### src/rtl/cardinal_nic.sv
// cardinal_nic: PE-side network interface of one mesh node.
// Bridges a processor load/store port to the router PE link through a
// 1-entry output (processor->network) and a 1-entry input (network->processor)
// channel buffer, each with a full flag the processor can poll.
module cardinal_nic #(
    parameter int DATA_W = 64
) (
    input  logic              clk,
    input  logic              reset,        // asynchronous, active-low
    input  logic [1:0]        addr,
    input  logic [DATA_W-1:0] d_in,
    output logic [DATA_W-1:0] d_out,
    input  logic              nicEn,
    input  logic              nicWrEn,
    output logic              net_si,
    input  logic              net_ri,
    output logic [DATA_W-1:0] net_di,
    input  logic              net_so,
    output logic              net_ro,
    input  logic [DATA_W-1:0] net_do,
    input  logic              net_polarity
);

    localparam logic [1:0] ADDR_IBUF   = 2'd0;
    localparam logic [1:0] ADDR_ISTAT  = 2'd1;
    localparam logic [1:0] ADDR_OBUF   = 2'd2;
    localparam logic [1:0] ADDR_OSTAT  = 2'd3;

    logic [DATA_W-1:0] obuf_q, obuf_d;
    logic              obuf_full_q, obuf_full_d;
    logic [DATA_W-1:0] ibuf_q, ibuf_d;
    logic              ibuf_full_q, ibuf_full_d;
    logic [DATA_W-1:0] d_out_q, d_out_d;

    logic proc_wr;
    logic proc_rd;
    logic eject;

    // Processor access decode; a store into a full output buffer is dropped.
    assign proc_wr = nicEn & nicWrEn & (addr == ADDR_OBUF) & ~obuf_full_q;
    assign proc_rd = nicEn & ~nicWrEn;

    // Injection only when the router is ready and the packet VC bit matches
    // the router's current polarity; otherwise the packet waits and retries.
    assign net_si = obuf_full_q & net_ri & (obuf_q[DATA_W-1] == net_polarity);
    assign net_di = obuf_q;

    // Ready for eject only out of reset and with the input buffer empty, so a
    // read-clear and a new eject can never land on the same edge.
    assign net_ro = reset & ~ibuf_full_q;
    assign eject  = net_so & net_ro;

    // Output channel next state: a send empties, an accepted store fills.
    always_comb begin
        // NOTE: every always_comb output gets a default first so no path leaves it unassigned (no latch).
        obuf_d      = obuf_q;
        obuf_full_d = obuf_full_q;
        if (net_si) begin
            obuf_full_d = 1'b0;
        end else if (proc_wr) begin
            obuf_d      = d_in;
            obuf_full_d = 1'b1;
        end
    end

    // Input channel next state: eject fills, a read of address 0 clears the flag.
    always_comb begin
        ibuf_d      = ibuf_q;
        ibuf_full_d = ibuf_full_q;
        if (eject) begin
            ibuf_d      = net_do;
            ibuf_full_d = 1'b1;
        end else if (proc_rd && (addr == ADDR_IBUF)) begin
            ibuf_full_d = 1'b0;
        end
    end

    // Read data mux; d_out holds when there is no read access.
    always_comb begin
        d_out_d = d_out_q;
        if (proc_rd) begin
            unique case (addr)
                ADDR_IBUF:  d_out_d = ibuf_q;
                ADDR_ISTAT: d_out_d = {{(DATA_W-1){1'b0}}, ibuf_full_q};
                ADDR_OBUF:  d_out_d = '0;
                ADDR_OSTAT: d_out_d = {{(DATA_W-1){1'b0}}, obuf_full_q};
                default:    d_out_d = '0;
            endcase
        end
    end

    // Output channel registers.
    always_ff @(posedge clk or negedge reset) begin
        // NOTE: the data buffers are reset too, since a read of an empty input buffer returns its stale contents and must be deterministic.
        if (!reset) begin
            obuf_q      <= '0;
            obuf_full_q <= 1'b0;
        end else begin
            // NOTE: sequential state uses non-blocking assignments so every register samples pre-edge values.
            obuf_q      <= obuf_d;
            obuf_full_q <= obuf_full_d;
        end
    end

    // Input channel registers.
    always_ff @(posedge clk or negedge reset) begin
        if (!reset) begin
            ibuf_q      <= '0;
            ibuf_full_q <= 1'b0;
        end else begin
            ibuf_q      <= ibuf_d;
            ibuf_full_q <= ibuf_full_d;
        end
    end

    // Registered processor read data.
    always_ff @(posedge clk or negedge reset) begin
        if (!reset) begin
            d_out_q <= '0;
        end else begin
            d_out_q <= d_out_d;
        end
    end

    assign d_out = d_out_q;

endmodule

### config.mk
export PLATFORM = sky130hd
export DESIGN_NAME = cardinal_nic
export DESIGN_NICKNAME = d
export VERILOG_FILES = /design/src/rtl/cardinal_nic.sv
export SDC_FILE = /design/constraint.sdc
export NUM_CORES = 1
export LEC_CHECK = 0
export CELL_PAD_IN_SITES_DETAIL_PLACEMENT = 0
export CELL_PAD_IN_SITES_GLOBAL_PLACEMENT = 1
export CORE_ASPECT_RATIO = 0.6
export CORE_MARGIN = 10
export CORE_UTILIZATION = 36
export DETAILED_ROUTE_END_ITERATION = 8
export GPL_TIMING_DRIVEN = 0
export PLACE_DENSITY_LB_ADDON = 0.08
export SYNTH_ARGS = -nofsm -noshare
export SYNTH_HDL_FRONTEND = slang
export SYNTH_SLANG_ARGS = --single-unit
### constraint.sdc
create_clock -name clk -period 1.4 [get_ports clk]
set_input_delay 0.21 -clock clk [delete_from_list [all_inputs] [get_ports clk]]
set_output_delay 0.21 -clock clk [all_outputs]
set_load 0.02 [all_outputs]
After elaboration in Yosys (flattened, before gate mapping) --
Cells that the tools add are included.
Operators by class: equality and inequality tests 4, muxes and demuxes 5, bitwise logic cells 12, reductions and logical operators 5
Operators by type and width (number):
- $pmux 64 s4 | 1
- $and 1x1->1 | 8
- $eq 2x2->1 const B | 2
- $mux 1 | 4
- $not 1->1 | 4
- $reduce_bool 2->1 | 2
- $eq 2x1->1 const B | 1
- $logic_not 2->1 | 1
- $reduce_and 2->1 | 1
- $eq 1x1->1 | 1
- $logic_and 1x1->1 | 1
Storage, ports and cells: bits in registers 194, input bits 137, output and inout port bits 130, word-level logic and storage cells 31

Longest topological paths before layout --
word-level depth 5, mapped depth 5, gate-level depth less buffers 3

Least setup slack after synthesis --
OpenSTA, ideal clock, no wires.
kind register to register, start point reg ibuf_full_q, end point reg ibuf_q[14], setup time 0.125 ns, arrival 1.438 ns, data required time 1.275 ns, slack -0.163 ns, cell stages (with the launch flop) 6, path buffers 2, period minus slack after synthesis 1.563 ns, path through dfrtp_1 > nor2b_1 > nand2_1 > buf_2 > buf_6 > mux2_2
On the way: word-level cells in the longest chain between the ends 3
RTL lines:
- start, declared | RTL line 32 | logic ibuf_full_q, ibuf_full_d;
- start signal, assigned | RTL line 112 | ibuf_full_q <= ibuf_full_d;
- $not 1->1 | RTL line 50 | assign net_ro = reset & ~ibuf_full_q;
- $and 1x1->1 | RTL line 50
- via net_ro | RTL line 19 | output logic net_ro,
- $and 1x1->1 | RTL line 51 | assign eject = net_so & net_ro;
- end signal, assigned | RTL line 111 | ibuf_q <= ibuf_d;
- end, declared | RTL line 31 | logic [DATA_W-1:0] ibuf_q, ibuf_d;
The timed path passes the listed nets, and every way through them passes these cells. A chain may end at the register's enable or synchronous reset.

Worst setup path in the final report --
start point reg obuf_q[63] (netlist: net_di[63]), end point out net_si
On the way: word-level cells in the longest chain between the ends 2
RTL lines:
- start, declared | RTL line 29 | logic [DATA_W-1:0] obuf_q, obuf_d;
- start signal, assigned | RTL line 100 | obuf_q <= obuf_d;
- $eq 1x1->1 | RTL line 45 | assign net_si = obuf_full_q & net_ri & (obuf_q[DATA_W-1] == net_polarity);
- $and 1x1->1 | RTL line 45
- end, declared | RTL line 15 | output logic net_si,
No other way between the ends.

==> implementation parameters <==
Parameter                              Value

Run status
  Run status ... complete, but fails checks
  Violated checks ... negative hold slack, negative setup slack

CTS
  Clk pin slew, worst setup/hold paths ... 0.07 ns
  Number of buffers created by CTS ... 17
  Clock root buffer ... sky130_fd_sc_hd__clkbuf_16
  Clock tree from TritonCTS ... done
  Max H-tree Level ... 4
  Count of clock tree sinks ... 194
  Number of buffers on the longest clock path ... 2
  Skew-Pair Late Insertion Delay ... 0.43 ns

STA
  Final hold viol count ... 120
  Transition time at the pin with the least slew margin ... 0.491 ns
  Post-route fraction of the period consumed by the critical path ... 107%
  Fmax achieved ... 665 MHz
  Unrepaired setup endpoints after global routing ... yes
  Minimum period implied by the final worst setup slack ... 1.50 ns
  Sum of negative setup slack ... -0.103 ns
  Relative slew slack ... 67.2%
  Worst setup skew after layout ... between 0.008 and 0.009 ns
  Setup violations, final ... 1
  Final WS setup ... -0.103 ns
  Tightest hold margin ... -0.354 ns
  Slew Limit Fails ... 0

Placement
  Area of placed instances ... 10400 µm²
  Placed Cells ... 968
  Worst-case setup slack after placement ... -1.09 ns
  Final weighted congestion of routability-driven global placement ... 0.765
  IO Port Bufs ... 266
  HPWL reported at the end of detailed placement ... 15800 µm

Global route
  Pin count of the biggest net entering global routing ... 51
  Total track usage ... between 10% and 20%
  Number of global-route vias before repair ... 5428
  Overall overflow remaining after global route ... 0
  Antenna violations before repair ... 4
  Global-route wire length before repair ... about 33000 µm

Yosys
  Portion of synthesized cell area occupied by the leading cell type ... between 60% and 70%
  Count of flip-flops with a built-in enable after synthesis ... 0
  Share of the yosys chip area belonging to registers ... between 60% and 70%
  Dominant synthesized flop cell ... sky130_fd_sc_hd__dfrtp_1
  Avg Synthesized Cell Area ... 17.3 µm²
  Synth Cell Area ... 7390 µm²
  FFs w/ async S/R, synth ... between 90% and 100%
  Post-Syn Nets ... 565
  Top cells by area in the synthesized netlist ... sky130_fd_sc_hd__dfrtp_1, sky130_fd_sc_hd__mux2_2, sky130_fd_sc_hd__mux2_4
  Number of storage elements in the synthesis netlist ... 194
  Cell accounting for the most synthesized area ... sky130_fd_sc_hd__dfrtp_1
  Unique masters post-synth ... 22
  Number of instances in the synthesized netlist ... 428
  Total of warnings raised by yosys ... 0

Worst setup path
  Crit Path Category ... reg2out
  Critical path capture point type ... output port
  Cell family with the largest share of critical-path delay ... flip-flops
  Worst stage delay on the critical path ... 0.40 ns
  CP Data Required Time ... roughly 1.2 ns
  Critical path startpoint category ... flip-flop
  Number of buffers and inverters on the critical path ... 1
  Data arrival time of the worst path ... 1.29 ns
  Crit-path max FO ... 3
  Master of the slowest instance on the critical path ... sky130_fd_sc_hd__dfrtp_1
  Cell-by-cell trace of the critical path ... xnor2_1 -> and3_1 -> buf_6

Routing
  Routed wire length ... 21700 µm
  DRC ... 0
  Routed wire length per instance ... around 21 µm
  Via count ... around 4800
  Total iterations of the first detailed-routing run ... 4
  Mean number of vias per cell ... roughly 4.7
  Iter 0 DRT Violations ... 102
  Count of nets left with antenna violations after detail routing ... 0

Floorplan
  Die Wd ... 205 µm
  Row count ... 40
  Area inside the core boundary ... 20100 µm²
  Die ar. ... 26900 µm²
  Number of top-level pins ... between 200 and 300
  Die height ... 131 µm
  Starting density of the core ... between 30% and 40%

Layout
  Post-layout instance count excluding filler cells ... 1018
  Sequential cell area in the final layout ... 4860 µm²
  Utilization after layout ... 55.7%
  Synth-to-Final Area Change ... 51.3%
  Fin area ... 11200 µm²
  Area used by multi-input combinational logic ... between 2000 and 2500 µm²
  Share of final-layout standard cells stronger than drive strength 1 ... 28.4%
  Net total in the final layout ... 865
  Layout fillers ... 1642

Run
  Maxcap violations ... 0

Pwr
  Cell area power density ... 1900 nW/µm²
  Largest voltage drop on the vdd net ... 962 µV
  Static power due to leakage ... 5.20 nW
  Overall power after layout ... roughly 21 mW

Hold path
  Path type of the worst min-delay path ... in2async
state kept, by name (all words and copies together) (netlist names):
name         flops
obuf_full_q      1
ibuf_full_q      1
net_di          64
d_out           64
ibuf_q          64
timing repair:
| action | CTS | global route |
|---|---|---|
| endpoints found under the hold margin | 144 | 119 |
| gates cloned | 2 | 2 |
| setup endpoints to repair | 314 | 146 |
| setup buffers | 5 | 4 |
| pin swaps | 3 | 0 |
| resized for setup | 159 | 69 |
layout make-up:
| type | instances | area share [%] |
|---|---|---|
| sequential | 194 | 43.4 |
| timing repair buffer | 281 | 24.9 |
| multi-input combinational | 205 | 20.8 |
| clock buffer | 21 | 4.12 |
| tap | 273 | 3.05 |
| buffer | 26 | 2.05 |
| clock inverter | 10 | 1.40 |
| antenna | 5 | 0.112 |
| inverter | 3 | 0.101 |
cells by family (layout without fill, tap and decap cells):
family                 count (synthesis)  after routing  share of synthesized area, %
flip-flops                           194            194                          65.7
multiplexers                         129            129                          22.2
AO/OA/AOI/OAI                         67             67                          7.78
buffers and inverters                 29            341                          3.08
AND/OR/NAND/NOR                        8              8                          1.17
XOR/XNOR                               1              1                         0.118
other                                  0              5                             0
path summary, 6_finish.rpt:
kind | start | end | slack (ns) | depth (start not counted)
worst max register to register | ibuf_full_q | d_out[0] | 0.05 | 5
max in group asynchronous | reset | net_di[31] | 1.03 | 2
worst min register to register | ibuf_q[27] | d_out[27] | 0.48 | 1
worst min-delay path | reset | ibuf_q[61] | -0.35 | 1
worst max-delay path | net_di[63] | net_si | -0.10 | 3
min in group clk | addr[1] | obuf_full_q | 0.36 | 3
report_power, final:
| part | switching (mW) | internal, mW |
|---|---|---|
| sequential | 1.19 | 7.82 |
| clock | 2.09 | 3.07 |
| combinational | 3.31 | 3.82 |
cells in the final DEF, fill, tap and decap left out:
master / synthesis / routed
sky130_fd_sc_hd__dfrtp_1: 194 / 193
sky130_fd_sc_hd__clkdlybuf4s50_1: 0 / 133
sky130_fd_sc_hd__mux2_2: 69 / 69
sky130_fd_sc_hd__dlygate4sd2_1: 0 / 66
sky130_fd_sc_hd__a22o_1: 63 / 63
sky130_fd_sc_hd__clkdlybuf4s15_1: 0 / 52
sky130_fd_sc_hd__mux2_4: 50 / 50
sky130_fd_sc_hd__clkbuf_16: 0 / 18
sky130_fd_sc_hd__buf_2: 14 / 13
sky130_fd_sc_hd__mux2_1: 10 / 10
sky130_fd_sc_hd__clkbuf_2: 0 / 9
sky130_fd_sc_hd__buf_4: 0 / 8
sky130_fd_sc_hd__buf_6: 6 / 7
sky130_fd_sc_hd__buf_8: 5 / 6
sky130_fd_sc_hd__diode_2: 0 / 5
sky130_fd_sc_hd__bufinv_16: 0 / 4
sky130_fd_sc_hd__clkinv_2: 0 / 4
sky130_fd_sc_hd__clkbuf_1: 1 / 3
sky130_fd_sc_hd__inv_1: 3 / 3
sky130_fd_sc_hd__buf_12: 0 / 3
sky130_fd_sc_hd__clkdlybuf4s15_2: 0 / 3
sky130_fd_sc_hd__a21oi_1: 2 / 2
sky130_fd_sc_hd__clkbuf_8: 0 / 2
sky130_fd_sc_hd__bufbuf_16: 0 / 2
sky130_fd_sc_hd__buf_16: 0 / 2
sky130_fd_sc_hd__xnor2_1: 1 / 1
sky130_fd_sc_hd__and3_1: 1 / 1
sky130_fd_sc_hd__nor2b_4: 0 / 1
sky130_fd_sc_hd__nand4b_4: 1 / 1
sky130_fd_sc_hd__nor2_8: 1 / 1
sky130_fd_sc_hd__nand2_2: 0 / 1
sky130_fd_sc_hd__nand2b_1: 1 / 1
sky130_fd_sc_hd__clkbuf_4: 0 / 1
sky130_fd_sc_hd__nor3_4: 1 / 1
sky130_fd_sc_hd__nor2_1: 1 / 1
sky130_fd_sc_hd__a221oi_2: 0 / 1
sky130_fd_sc_hd__o21ai_0: 1 / 1
sky130_fd_sc_hd__inv_6: 0 / 1
sky130_fd_sc_hd__clkinvlp_4: 0 / 1
sky130_fd_sc_hd__dfrtp_2: 0 / 1
Yosys cell counts, types with 2 or more instances:
master,count
sky130_fd_sc_hd__a22o_1,63
sky130_fd_sc_hd__dfrtp_1,194
sky130_fd_sc_hd__buf_2,14
sky130_fd_sc_hd__mux2_1,10
sky130_fd_sc_hd__mux2_4,50
sky130_fd_sc_hd__mux2_2,69
sky130_fd_sc_hd__a21oi_1,2
sky130_fd_sc_hd__buf_6,6
sky130_fd_sc_hd__buf_8,5
sky130_fd_sc_hd__inv_1,3
per-layer routing:
| layer | vias to the layer above | part of all wire (%) | track usage (%) |
|---|---|---|---|
| met4 | 0 | 1.1 | 4.09 |
| met5 | - | 0 | 0 |
| li1 | 2166 | - | - |
| met1 | 2449 | 44 | 19.8 |
| met2 | 134 | 46 | 25.9 |
| met3 | 16 | 8.9 | 7.65 |
No activity file was read; power rests on OpenSTA's default activity.
